$ cat src/rtl/cp0_pkg.sv
// cp0_pkg: CP0 register numbers, ExcCode values and SR/Cause field positions.
package cp0_pkg;
  localparam logic [4:0] REG_COUNT   = 5'd9;
  localparam logic [4:0] REG_COMPARE = 5'd11;
  localparam logic [4:0] REG_SR      = 5'd12;
  localparam logic [4:0] REG_CAUSE   = 5'd13;
  localparam logic [4:0] REG_EPC     = 5'd14;
  localparam logic [4:0] REG_PRID    = 5'd15;
  localparam logic [4:0] EXC_INT  = 5'd0;
  localparam logic [4:0] EXC_ADEL = 5'd4;
  localparam logic [4:0] EXC_ADES = 5'd5;
  localparam logic [4:0] EXC_RI   = 5'd10;
  localparam logic [4:0] EXC_OV   = 5'd12;
  localparam int SR_IE       = 0;
  localparam int SR_EXL      = 1;
  localparam int SR_IM_LO    = 10;
  localparam int CAUSE_EXC_LO = 2;
  localparam int CAUSE_IP_LO = 10;
  localparam int CAUSE_BD    = 31;
endpackage

$ cat src/rtl/cp0_unit_if.sv
// cp0_unit_if: pipeline <-> CP0 signal bundle; the pipeline is master, CP0 is slave.
interface cp0_unit_if;
  logic [4:0]  A;
  logic        WE;
  logic [31:0] DIn;
  logic [31:0] DOut;
  logic [31:0] PC;
  logic        BDIn;
  logic [4:0]  ExcCodeIn;
  logic [5:0]  HWInt;
  logic        EXLClr;
  logic        IntExcReq;
  logic [31:0] EPC;
  modport master (output A, WE, DIn, PC, BDIn, ExcCodeIn, HWInt, EXLClr,
                  input DOut, IntExcReq, EPC);
  modport slave (input A, WE, DIn, PC, BDIn, ExcCodeIn, HWInt, EXLClr,
                 output DOut, IntExcReq, EPC);
endinterface

$ cat src/rtl/cp0_timer.sv
// cp0_timer: free-running Count, Compare and the sticky timer-pending flag.
module cp0_timer (
  input  logic        clk,
  input  logic        reset,
  input  logic        cnt_we_i,
  input  logic        cmp_we_i,
  input  logic [31:0] din_i,
  output logic [31:0] count_o,
  output logic [31:0] compare_o,
  output logic        pend_o
);
  logic [31:0] count_q, count_d, compare_q, compare_d;
  logic        pend_q, pend_d;
  always_comb begin
    count_d   = cnt_we_i ? din_i : count_q + 32'd1;
    compare_d = cmp_we_i ? din_i : compare_q;
    pend_d    = cmp_we_i ? 1'b0 : pend_q | (count_q == compare_q);
  end
  always_ff @(posedge clk or negedge reset) begin
    if (!reset) begin
      count_q   <= '0;
      compare_q <= '0;
      pend_q    <= 1'b0;
    end else begin
      count_q   <= count_d;
      compare_q <= compare_d;
      pend_q    <= pend_d;
    end
  end
  assign count_o   = count_q;
  assign compare_o = compare_q;
  assign pend_o    = pend_q;
endmodule

$ cat src/rtl/cp0_unit.sv
// cp0_unit: MIPS coprocessor 0 - SR/Cause/EPC/PRId, exception and interrupt request.
// Define CP0_COUNT_EN to add Count/Compare with the timer interrupt on HWInt[5].
module cp0_unit
  import cp0_pkg::*;
#(
  parameter logic [31:0] PRID_VALUE = 32'h0000_2020,
  parameter logic [31:0] EPC_RESET  = 32'h0000_3000
) (
  input logic     clk,
  input logic     reset,
  cp0_unit_if.slave bus
);
  typedef enum logic {NORMAL = 1'b0, HANDLER = 1'b1} state_e;
  state_e      state_q, state_d;
  logic [5:0]  im_q, im_d, ip_q, ip_d, hwint;
  logic        ie_q, ie_d, bd_q, bd_d;
  logic [4:0]  exc_q, exc_d;
  logic [31:0] epc_q, epc_d, sr_val, cause_val;
  logic        int_req, exc_req, req, sr_wr, epc_wr;
`ifdef CP0_COUNT_EN
  logic [31:0] count, compare;
  logic        tpend;
  cp0_timer u_timer (
    .clk       (clk),
    .reset     (reset),
    .cnt_we_i  (bus.WE && bus.A == REG_COUNT && !req),
    .cmp_we_i  (bus.WE && bus.A == REG_COMPARE && !req),
    .din_i     (bus.DIn),
    .count_o   (count),
    .compare_o (compare),
    .pend_o    (tpend)
  );
  assign hwint = bus.HWInt | {tpend, 5'b0};
`else
  assign hwint = bus.HWInt;
`endif
  assign int_req = ie_q && state_q == NORMAL && |(hwint & im_q);
  assign exc_req = |bus.ExcCodeIn && state_q == NORMAL;
  assign req     = int_req | exc_req;
  assign sr_wr   = bus.WE && bus.A == REG_SR && !req;
  assign epc_wr  = bus.WE && bus.A == REG_EPC && !req;
  always_comb begin
    im_d    = sr_wr ? bus.DIn[SR_IM_LO +: 6] : im_q;
    ie_d    = sr_wr ? bus.DIn[SR_IE] : ie_q;
    state_d = req ? HANDLER :
              bus.EXLClr ? NORMAL :
              sr_wr ? state_e'(bus.DIn[SR_EXL]) : state_q;
    bd_d    = req ? bus.BDIn : bd_q;
    exc_d   = req ? (int_req ? EXC_INT : bus.ExcCodeIn) : exc_q;
    ip_d    = hwint;
    epc_d   = req ? (bus.PC - (bus.BDIn ? 32'd4 : 32'd0)) & 32'hFFFF_FFFC :
              epc_wr ? bus.DIn & 32'hFFFF_FFFC : epc_q;
  end
  always_ff @(posedge clk or negedge reset) begin
    if (!reset) begin
      state_q <= NORMAL;
      im_q    <= '0;
      ie_q    <= 1'b0;
      bd_q    <= 1'b0;
      exc_q   <= '0;
      ip_q    <= '0;
      epc_q   <= EPC_RESET;
    end else begin
      state_q <= state_d;
      im_q    <= im_d;
      ie_q    <= ie_d;
      bd_q    <= bd_d;
      exc_q   <= exc_d;
      ip_q    <= ip_d;
      epc_q   <= epc_d;
    end
  end
  assign sr_val    = {16'b0, im_q, 8'b0, state_q == HANDLER, ie_q};
  assign cause_val = {bd_q, 15'b0, ip_q, 3'b0, exc_q, 2'b0};
  always_comb begin
    bus.DOut = '0;
    case (bus.A)
      REG_SR:    bus.DOut = sr_val;
      REG_CAUSE: bus.DOut = cause_val;
      REG_EPC:   bus.DOut = epc_q;
      REG_PRID:  bus.DOut = PRID_VALUE;
`ifdef CP0_COUNT_EN
      REG_COUNT:   bus.DOut = count;
      REG_COMPARE: bus.DOut = compare;
`endif
      default:   bus.DOut = '0;
    endcase
  end
  assign bus.IntExcReq = req;
  assign bus.EPC       = epc_q;
endmodule

$ cat src/flat_wrapper.sv
// flat-port wrapper written by rule: the top's interface ports become plain ports
module cp0_unit_flat import cp0_pkg::*;
#(
  parameter logic [31:0] PRID_VALUE = 32'h0000_2020,
  parameter logic [31:0] EPC_RESET  = 32'h0000_3000
)
  (clk, reset, bus_A, bus_WE, bus_DIn, bus_PC, bus_BDIn, bus_ExcCodeIn, bus_HWInt, bus_EXLClr, bus_DOut, bus_IntExcReq, bus_EPC);
  cp0_unit_if bus_i ();
  input logic clk;
  input logic reset;
  input wire logic [$bits(bus_i.A)-1:0] bus_A;
  input wire logic [$bits(bus_i.WE)-1:0] bus_WE;
  input wire logic [$bits(bus_i.DIn)-1:0] bus_DIn;
  input wire logic [$bits(bus_i.PC)-1:0] bus_PC;
  input wire logic [$bits(bus_i.BDIn)-1:0] bus_BDIn;
  input wire logic [$bits(bus_i.ExcCodeIn)-1:0] bus_ExcCodeIn;
  input wire logic [$bits(bus_i.HWInt)-1:0] bus_HWInt;
  input wire logic [$bits(bus_i.EXLClr)-1:0] bus_EXLClr;
  output wire logic [$bits(bus_i.DOut)-1:0] bus_DOut;
  output wire logic [$bits(bus_i.IntExcReq)-1:0] bus_IntExcReq;
  output wire logic [$bits(bus_i.EPC)-1:0] bus_EPC;
  assign bus_i.A = bus_A;
  assign bus_i.WE = bus_WE;
  assign bus_i.DIn = bus_DIn;
  assign bus_i.PC = bus_PC;
  assign bus_i.BDIn = bus_BDIn;
  assign bus_i.ExcCodeIn = bus_ExcCodeIn;
  assign bus_i.HWInt = bus_HWInt;
  assign bus_i.EXLClr = bus_EXLClr;
  assign bus_DOut = bus_i.DOut;
  assign bus_IntExcReq = bus_i.IntExcReq;
  assign bus_EPC = bus_i.EPC;
  cp0_unit #(.PRID_VALUE(PRID_VALUE), .EPC_RESET(EPC_RESET)) u_core (.clk(clk), .reset(reset), .bus(bus_i));
endmodule
$ cat config.mk
export PLATFORM = sky130hd
export DESIGN_NAME = cp0_unit_flat
export DESIGN_NICKNAME = d
export VERILOG_FILES = /design/src/rtl/cp0_pkg.sv /design/src/rtl/cp0_unit_if.sv /design/src/rtl/cp0_timer.sv /design/src/rtl/cp0_unit.sv /design/src/flat_wrapper.sv
export SDC_FILE = /design/constraint.sdc
export NUM_CORES = 1
export LEC_CHECK = 0
export ABC_AREA = 1
export BUFFER_PORTS_ARGS = -buffer_cell sky130_fd_sc_hd__buf_2
export CAP_MARGIN = 25
export CORE_ASPECT_RATIO = 2
export CORE_MARGIN = 2
export CORE_UTILIZATION = 44
export DETAILED_ROUTE_END_ITERATION = 10
export GPL_ROUTABILITY_DRIVEN = 0
export GPL_TIMING_DRIVEN = 0
export PLACE_DENSITY = 0.83
export SKIP_CTS_REPAIR_TIMING = 1
export SLEW_MARGIN = 0
export SYNTH_ARGS = -nofsm -noshare
export SYNTH_HDL_FRONTEND = slang
export SYNTH_SLANG_ARGS = --single-unit
$ cat constraint.sdc
create_clock -name clk -period 1.4 [get_ports clk]
set_input_delay 0.07 -clock clk [delete_from_list [all_inputs] [get_ports clk]]
set_output_delay 0.07 -clock clk [all_outputs]
set_load 0.02 [all_outputs]
---- After elaboration in Yosys (flattened, before gate mapping) ----
Cells that the tools add are included.
cells by class
  reductions and logical operators ........ 12
  $add $sub $neg .......................... 1
  multiply operators ...................... 0
  bitwise operators ....................... 3
  $lt $le $gt $ge ......................... 0
  eq/ne operators ......................... 4
  multiplexer cells ....................... 8
  div/mod/pow operators ................... 0
  shift-type cells ........................ 0
operators with widths
  kind                count
  $pmux 32 s4         1
  $mux 32             2
  $sub 32x32->32      1
  $eq 5x4->1 const B  4
  $logic_and 1x1->1   7
  $and 6x6->6         1
  $reduce_or 6->1     1
  $mux 5              1
  $reduce_or 5->1     1
  $mux 1              3
  $mux 3              1
  $reduce_bool 3->1   1
  $reduce_bool 2->1   1
  $logic_not 1->1     1
  $not 1->1           1
  $or 1x1->1          1
word-level totals
  input port bits ......................... 85
  output and inout bits ................... 65
  logic and storage cells ................. 35
  memories kept ........................... 0
  bits in registers ....................... 52
  RAM bits ................................ 0
  bits in latches ......................... 0
  memory bits (read-only) ................. 0

---- Longest topological paths before layout ----
Gate-level depths: netlist of the first run.
  depth after elaboration ................. 9
  gate-level depth with buffers ........... 10
  depth with buffers taken out ............ 10

---- Least setup slack after synthesis of the first run ----
No wires, ideal clock.
  path kind ............................... register to register
  start ................................... register u_core.im_q[2]
  end ..................................... register u_core.epc_q[11], in the netlist u_core.bus.EPC[11]
  period minus slack after synthesis ...... 1433 ps
  arrival time ............................ 1307 ps
  path buffers ............................ 2
  slack ................................... -33 ps
  data required time ...................... 1274 ps
  setup time .............................. 126 ps
  stages on the path, launching flop included .. 9
  path through ............................ dfrtp_1 nand2_1 nand3_2 o21ai_4 nand2_4 buf_6 buf_6 o21ai_2 nand3_1
between the ends
  cells in the longest elaborated chain, start to end .. 7
  elaborated cells between the ends (all ways) .. 8
  those cells by class .................... mux: 1; bitwise: 2; reduce/logical: 5
ends and longest elaborated chain
  what                         RTL line            text
  start: declaration           cp0_unit.sv:15      logic [5:0] im_q, im_d, ip_q, ip_d, hwint;
  start signal: assignment     cp0_unit.sv:65      im_q <= im_d;
  $and 6x6->6 *                cp0_unit.sv:37      assign int_req = ie_q && state_q == NORMAL && |(hwint & im_q);
  $reduce_or 6->1 *            cp0_unit.sv:37
  $logic_and 1x1->1 *          cp0_unit.sv:37
  $or 1x1->1 *                 cp0_unit.sv:39      assign req = int_req | exc_req;
  net bus_IntExcReq            flat_wrapper.sv:20  output wire logic [$bits(bus_i.IntExcReq)-1:0] bus_IntExcReq;
  $logic_not 1->1              cp0_unit.sv:41      assign epc_wr = bus.WE && bus.A == REG_EPC && !req;
  $logic_and 1x1->1            cp0_unit.sv:41
  $reduce_bool 2->1 (no line)  n/a
  end signal: assignment       cp0_unit.sv:70      epc_q <= epc_d;
  end: declaration             cp0_unit.sv:18      logic [31:0] epc_q, epc_d, sr_val, cause_val;
Mark *: on every way through the listed nets, which the timed path passes. The rest lies on a longest branch.
A chain may end at the register's enable or synchronous reset.

---- Final worst setup path of the first run ----
  start ................................... register u_core.im_q[4]
  end ..................................... output bus_IntExcReq
between the ends
  cells in the longest elaborated chain, start to end .. 4
ends and longest elaborated chain
  what               RTL line
  $and 6x6->6        cp0_unit.sv:37
  $reduce_or 6->1    cp0_unit.sv:37
  $logic_and 1x1->1  cp0_unit.sv:37
  $or 1x1->1         cp0_unit.sv:39
  end: declaration   flat_wrapper.sv:20
Every way passes these cells.

==> metrics.txt, run 1 <==
run status finished, violations left; failing checks negative setup slack; die height 132.6 um; Setup Slack @ Placement -0.4653 ns; RSZ-0062 raised after global routing yes; global-route wire length before repair roughly 19 mm; post-synthesis sequential area ratio 0.3443; post-synthesis mux area share 0; Final Hold Fails 0; vias in the first global route 4,051; Core Box Area roughly 0.0082 mm^2; startpoint class of the critical path flop; count leader, synth nand2_1; Crit path max-delay family flip-flops; CP dominant cell by count buf_8; post-synthesis async set-or-reset flop share 1.000; initial antenna violation count 0; CP max-delay cell dfrtp_1; worst-case clock skew between 0.01 and 0.015 ns; Pre-antenna DRT Iters 4; row cnt 47; mean cell area of the mapped netlist around 6.3 um^2; R2R cell count 9; Detailed Route WL 12.49 mm; Initial DRC Count 260; Synth top cells by count 210 x nand2_1, 91 x nor2_1, 84 x inv_1; Die ar. 0.009063 mm^2; FF-to-FF End u_core.ie_q; post-synthesis cell area roughly 0.0036 mm^2; layout cells sized above 1 0.2859; Required @ worst endpoint between 1 and 1.5 ns; Yosys warning total 0; Arrival @ worst endpoint between 1.5 and 2 ns; Area contributors post-synth dfrtp_1 33%, nand2_1 22%, nor2_1 9.4%; Least-Margin Pin Slew roughly 0.64 ns; Hold Path Depth 3; Primary FF master, synth dfrtp_1; pwr dens approximately 1800 mW/mm^2; CTS Buf Count 5; r2r setup slk -0.21 ns; GRT Util Overall 0.2677; later-pin clock latency in the skew report 0.29 ns; setup violators final 45; # H-tree levels 2; Synth Instances just under 600; via count about 4,400; crit path kind reg -> out; Post-synth EDFFs 0; hold crit path type in -> reg; Setup WS post-layout -0.2458 ns; Max-Cap Viols 0; starting density of the core 0.4454; Crit. End Element primary output; NumNets Final ~850; Yosys top cell by area dfrtp_1; Area growth, synth to finish 37.46%; drt via density a little over 5; hpwl dp between 9 and 10 mm; CTS Sinks 50; PortBufs between 100 and 150; antenna-violating nets left 0; combinational family with the most area after synthesis simple AND/OR/NAND/NOR gates; largest net degree at the start of global routing 42; drt drc 0; Tmin final around 1.6 ns; Post-Synth Simple-Gate Area 0.4131; grt total ovfl 0; Max VDD drop 0.9000 mV; Hold Startpoint bus_DIn[15]; Slew Limit Fails 0; overall power between 8000 and 9000 uW; I/O pin count 150; Worst Hold Endpoint u_core.im_q[5]; die width a little under 70 um; Post-Synth Adder-Cell Area 0.006873; xor/xnor cell area share of the yosys netlist 0.02405; TritonCTS clock tree done; worst flop-to-flop path startpoint u_core.im_q[4]; wire per inst between 10 and 15 um; number of antenna repair diodes 0; post-synthesis register bit count 50; clock buffer depth 2; Synth top area share 0.3299; CP bufs+invs 3; worst-path cell chain nand2_2 -> nand3_4 -> o21ai_4 -> nand2_4 -> buf_8 -> buf_12 -> buf_8; post-synthesis compound-gate area fraction 0.08557; Relative slew margins 0.5766; P_leak ~0.0028 uW; Filler cells 752; synth unique cells 36; Root Buffer clkbuf_16; fmax roughly 600 MHz; Final period util 1.176; Crit Path Max Fanout 6; CP peak stage delay between 0.3 and 0.4 ns; Clock transition at path regs 0.06 ns
==> per-layer routing <==
layer	vias up	share of wire	global-route usage
met5	-	0	0
met4	0	0.051	0.1444
met3	46	0.044	0.01616
met2	169	0.56	0.4941
met1	2015	0.34	0.2841
li1	2135	-	-
==> how the worst max path moves through the flow <==
stage / depth (start not counted) / to / startpoint / slack [ns]
6_report: 7 / bus_IntExcReq / u_core.im_q[4] / -0.25
5_1_grt: 7 / bus_IntExcReq / u_core.im_q[4] / -0.29
4_1_cts: 7 / bus_IntExcReq / u_core.im_q[5] / -0.48
3_5_place_dp: 11 / u_core.bus.EPC[18] / bus_PC[2] / -0.47
3_3_place_gp: 11 / u_core.bus.EPC[18] / bus_PC[2] / -0.41
2_1_floorplan: 8 / u_core.bus.EPC[11] / u_core.im_q[5] / -0.03
==> logic make-up after synthesis <==
| kind of cell | count (synthesis) |
|---|---|
| simple gates | 364 |
| other cells | 1 |
| compound gates | 48 |
| flops | 50 |
| fa+ha+maj | 2 |
| xor+xnor | 10 |
| buf+inv | 103 |
==> where the power goes <==
part / internal [uW] / leakage (uW) / switching, uW
registers: 2140 / 0.000574 / 456
logic: 2050 / 0.00217 / 3090
clock network: 664 / 0.0000641 / 502
total: 4850 / 0.00281 / 4050
==> stage by stage <==
| step | cell area, um^2 | TNS (ns) | util | std cells | hold WS, ns |
|---|---|---|---|---|---|
| 4_1_cts | 4667 | -9.291 | 0.5709 | 831 | -0.3455 |
| 2_1_floorplan | 3659 | -0.05401 | - | 579 | -0.2256 |
| 3_3_place_gp | 4507 | -8.947 | 0.5514 | 822 | 0.1966 |
| 5_1_grt | 5005 | -8.906 | 0.6123 | 857 | 0.03357 |
| 3_5_place_dp | 4527 | -9.929 | 0.5538 | 823 | -0.04294 |
| 6_report | 5005 | -5.797 | 0.6123 | 857 | 0.02369 |
==> cells in the final DEF, fill, tap and decap left out, types with 3 or more instances in the layout <==
master	count
buf_2	149
o21ai_2	9
nand2_1	208
buf_4	18
nand2_2	4
xor2_1	9
nor2_2	3
inv_1	84
buf_8	4
o21ai_1	9
clkbuf_16	7
dlygate4sd3_1	7
o21ai_0	18
buf_6	4
dfrtp_1	48
o211ai_1	5
nand3_1	38
nor2_1	90
nand4_1	8
==> worst register-to-register path: cells and delay by family, from the launching register on <==
family,cells,cell delay [ns]
flip-flops,1,0.39
buffers and inverters,2,0.31
AND/OR/NAND/NOR,5,0.52
AO/OA/AOI/OAI,2,0.29
==> flip-flops by register name, indices dropped and copies added, names as in the netlist <==
name and count:
u_core.exc_q 5, u_core.state_q 1, u_core.ip_q 6, u_core.bd_q 1
u_core.bus.EPC 30, u_core.ie_q 1, u_core.im_q 6
==> final cells by class <==
type | count | area (um^2) | share of cell area
flip-flops and latches | 50 | 1254 | 0.2505
clock inverters | 1 | 7.507 | 0.001500
clock buffers | 7 | 132.6 | 0.02650
inverters | 87 | 346.6 | 0.06925
repair buffers | 172 | 1007 | 0.2013
plain buffers | 16 | 147.6 | 0.02950
well taps | 98 | 122.6 | 0.02450
multi-input cells | 426 | 1987 | 0.3970
Power figures use the tool's default switching activity.
==> run 2, diff against run 1 <==
ABC_AREA = 0   (was 1)
CORE_UTILIZATION = 43   (was 44)
==> run 2 against run 1 <==
- the flow still finishes with violations (negative setup slack)
- utilization grew 4.3 points
- wire length shrank 2.6%
- register-to-register slack lost 0.38 ns
- clock power grew 5%
- synthesized cell count shrank 40%
- global-route usage shrank 0.10 points
- clock skew shrank 0.0044 ns
- power shrank 12%
- sequential power grew 5%
- non-clock buffer count is the same
- worst hold slack gained 0.0095 ns
- critical path type unchanged
==> metrics.txt, run 2 <==
run status finished, violations left; failing checks negative setup slack; I/O pin count 150; post-synthesis cell area ~0.0033 mm^2; Slew Limit Fails 0; Yosys warning total 0; Pre-antenna DRT Iters 5; GRT Util Overall 0.2667; NumNets Final between 600 and 700; die width 66.05 um; Final Hold Fails 0; die height ~130 um; post-synthesis sequential area ratio 0.3787; # H-tree levels 2; Area growth, synth to finish 49.40%; later-pin clock latency in the skew report roughly 0.29 ns; Synth Instances between 300 and 400; PortBufs 144; count leader, synth dfrtp_1; Yosys top cell by area dfrtp_1; Final period util 1.451; FF-to-FF End u_core.im_q[5]; CP bufs+invs 4; Primary FF master, synth dfrtp_1; row cnt 45; Hold Path Depth 2; starting density of the core 0.4388; Relative slew margins 0.1510; worst-path cell chain a22o_1 -> o311a_1 -> buf_6 -> nor2_4 -> inv_2 -> buf_6 -> buf_6; Post-synth EDFFs 0; commonest non-fill, non-tap cell in the layout buf_2; startpoint class of the critical path flop; grt total ovfl 0; Worst Hold Endpoint u_core.ie_q; Area contributors post-synth dfrtp_1 36%, mux2i_1 11%, and3_1 6.6%; post-route cell area 0.004946 mm^2; TritonCTS clock tree done; CP peak stage delay between 0.4 and 0.5 ns; Max VDD drop 0.8259 mV; worst flop-to-flop path startpoint u_core.im_q[0]; R2R cell count 6; Setup WS post-layout -0.6316 ns; fmax roughly 490 MHz; hold crit path type in -> reg; worst-case clock skew between 0.006 and 0.007 ns; Synth top area share 0.3628; via count 3,658; Synth top cells by count 48 x dfrtp_1, 36 x mux2i_1, 35 x and3_1; CTS Buf Count 5; setup violators final 45; RSZ-0062 raised after global routing yes; Hold Startpoint bus_DIn[0]; Crit. End Element primary output; drt via density between 5 and 6; CP max-delay cell dfrtp_1; Root Buffer clkbuf_16; CTS Sinks 50; Die ar. between 0.008 and 0.009 mm^2; wire per inst approximately 20 um; r2r setup slk -0.59 ns; Worst Setup SP u_core.im_q[0]; vias in the first global route between 3,000 and 4,000; hpwl dp approximately 9 mm; initial antenna violation count 2; Clock transition at path regs roughly 0.060 ns; Core Box Area about 0.0075 mm^2; pwr dens 1582 mW/mm^2; Arrival @ worst endpoint between 1.5 and 2 ns; Final TNS setup -20.90 ns; post-synthesis register bit count 50; placed cell areas about 0.0042 mm^2; Tmin final just over 2 ns; antenna-violating nets left 0; crit path kind reg -> out; Setup Slack @ Placement -0.7842 ns; clock buffer depth 2; Initial DRC Count between 200 and 250; max reg flops 30; Least-Margin Pin Slew ~1.3 ns; Crit Path Max Fanout 7; most frequent cells in the layout 144 x buf_2, 48 x dfrtp_1, 36 x mux2i_1; synth unique cells 50; Max-Cap Viols 0; Detailed Route WL 12.17 mm; layout cells sized above 1 0.4517; post-synthesis async set-or-reset flop share 1.000; global-route wire length before repair 16.86 mm; CP dominant cell by count buf_6; Crit path max-delay family compound AO/OA/AOI/OAI gates; largest net degree at the start of global routing 42; Required @ worst endpoint roughly 1.3 ns; mean cell area of the mapped netlist approximately 9.6 um^2; P_leak about 0.0024 uW; drt drc 0
[run 2: cell count changes after synthesis, sizes merged, moves of 15 or more]
cell	change
a2111oi	+15
mux2i	+36
nand2	-206
a31oi	+15
clkbuf	+15
nand3	-33
inv	-75
o21ai	-26
nor2	-67
and3	+35
[run 2: per-stage QoR]
stage          total power, uW  std cells    util  hold WS [ns]
2_1_floorplan             4427        347       -       -0.2256
3_3_place_gp              5498        585  0.5551        0.1974
3_5_place_dp              5601        586  0.5577      -0.04512
4_1_cts                   6809        593  0.5766       -0.3523
5_1_grt                   8172        614  0.6556       0.03385
6_report                  7825        614  0.6556       0.03319
[run 2: per-layer routing]
| metal | vias up | track usage | routed length [um] |
|---|---|---|---|
| met2 | 197 | 0.4944 | 6799 |
| li1 | 1660 | - | - |
| met3 | 46 | 0.02722 | 632 |
| met4 | 0 | 0.1561 | 610 |
| met5 | - | 0 | 0 |
| met1 | 1755 | 0.2793 | 4122 |
[run 2: layout make-up]
| cell class | count | area (um^2) |
|---|---|---|
| Tap cell | 94 | 117.6 |
| Sequential cell | 50 | 1254 |
| Timing Repair Buffer | 166 | 954.7 |
| Clock buffer | 7 | 142.6 |
| Multi-Input combinational cell | 262 | 2256 |
| Inverter | 11 | 41.29 |
| Fill cell | 595 | 2599 |
| Antenna cell | 2 | 5.005 |
| Buffer | 22 | 175.2 |
[run 2: power breakdown]
part / total, uW / switching (uW) / internal [uW]
sequential: 2710 / 633 / 2070
clock: 1230 / 522 / 703
combinational: 3890 / 2110 / 1780
total: 7830 / 3270 / 4560
[run 2: worst max-delay path by stage]
stage / to / slack (ns) / cells past startpoint
2_1_floorplan: u_core.ie_q / -0.39 / 5
3_5_place_dp: bus_DOut[27] / -0.78 / 7
6_report: bus_IntExcReq / -0.63 / 7
3_3_place_gp: bus_DOut[27] / -0.75 / 7
5_1_grt: bus_IntExcReq / -0.66 / 7
4_1_cts: bus_IntExcReq / -0.87 / 7
[run 2: logic make-up after synthesis]
group | share of synthesized area
AND/OR/NAND/NOR | 0.2453
AO/OA/AOI/OAI | 0.1542
flip-flops | 0.3787
multiplexers | 0.1361
buffers and inverters | 0.04535
XOR/XNOR | 0.03175
adder cells (fa/ha/maj) | 0.007557
other | 0.001133
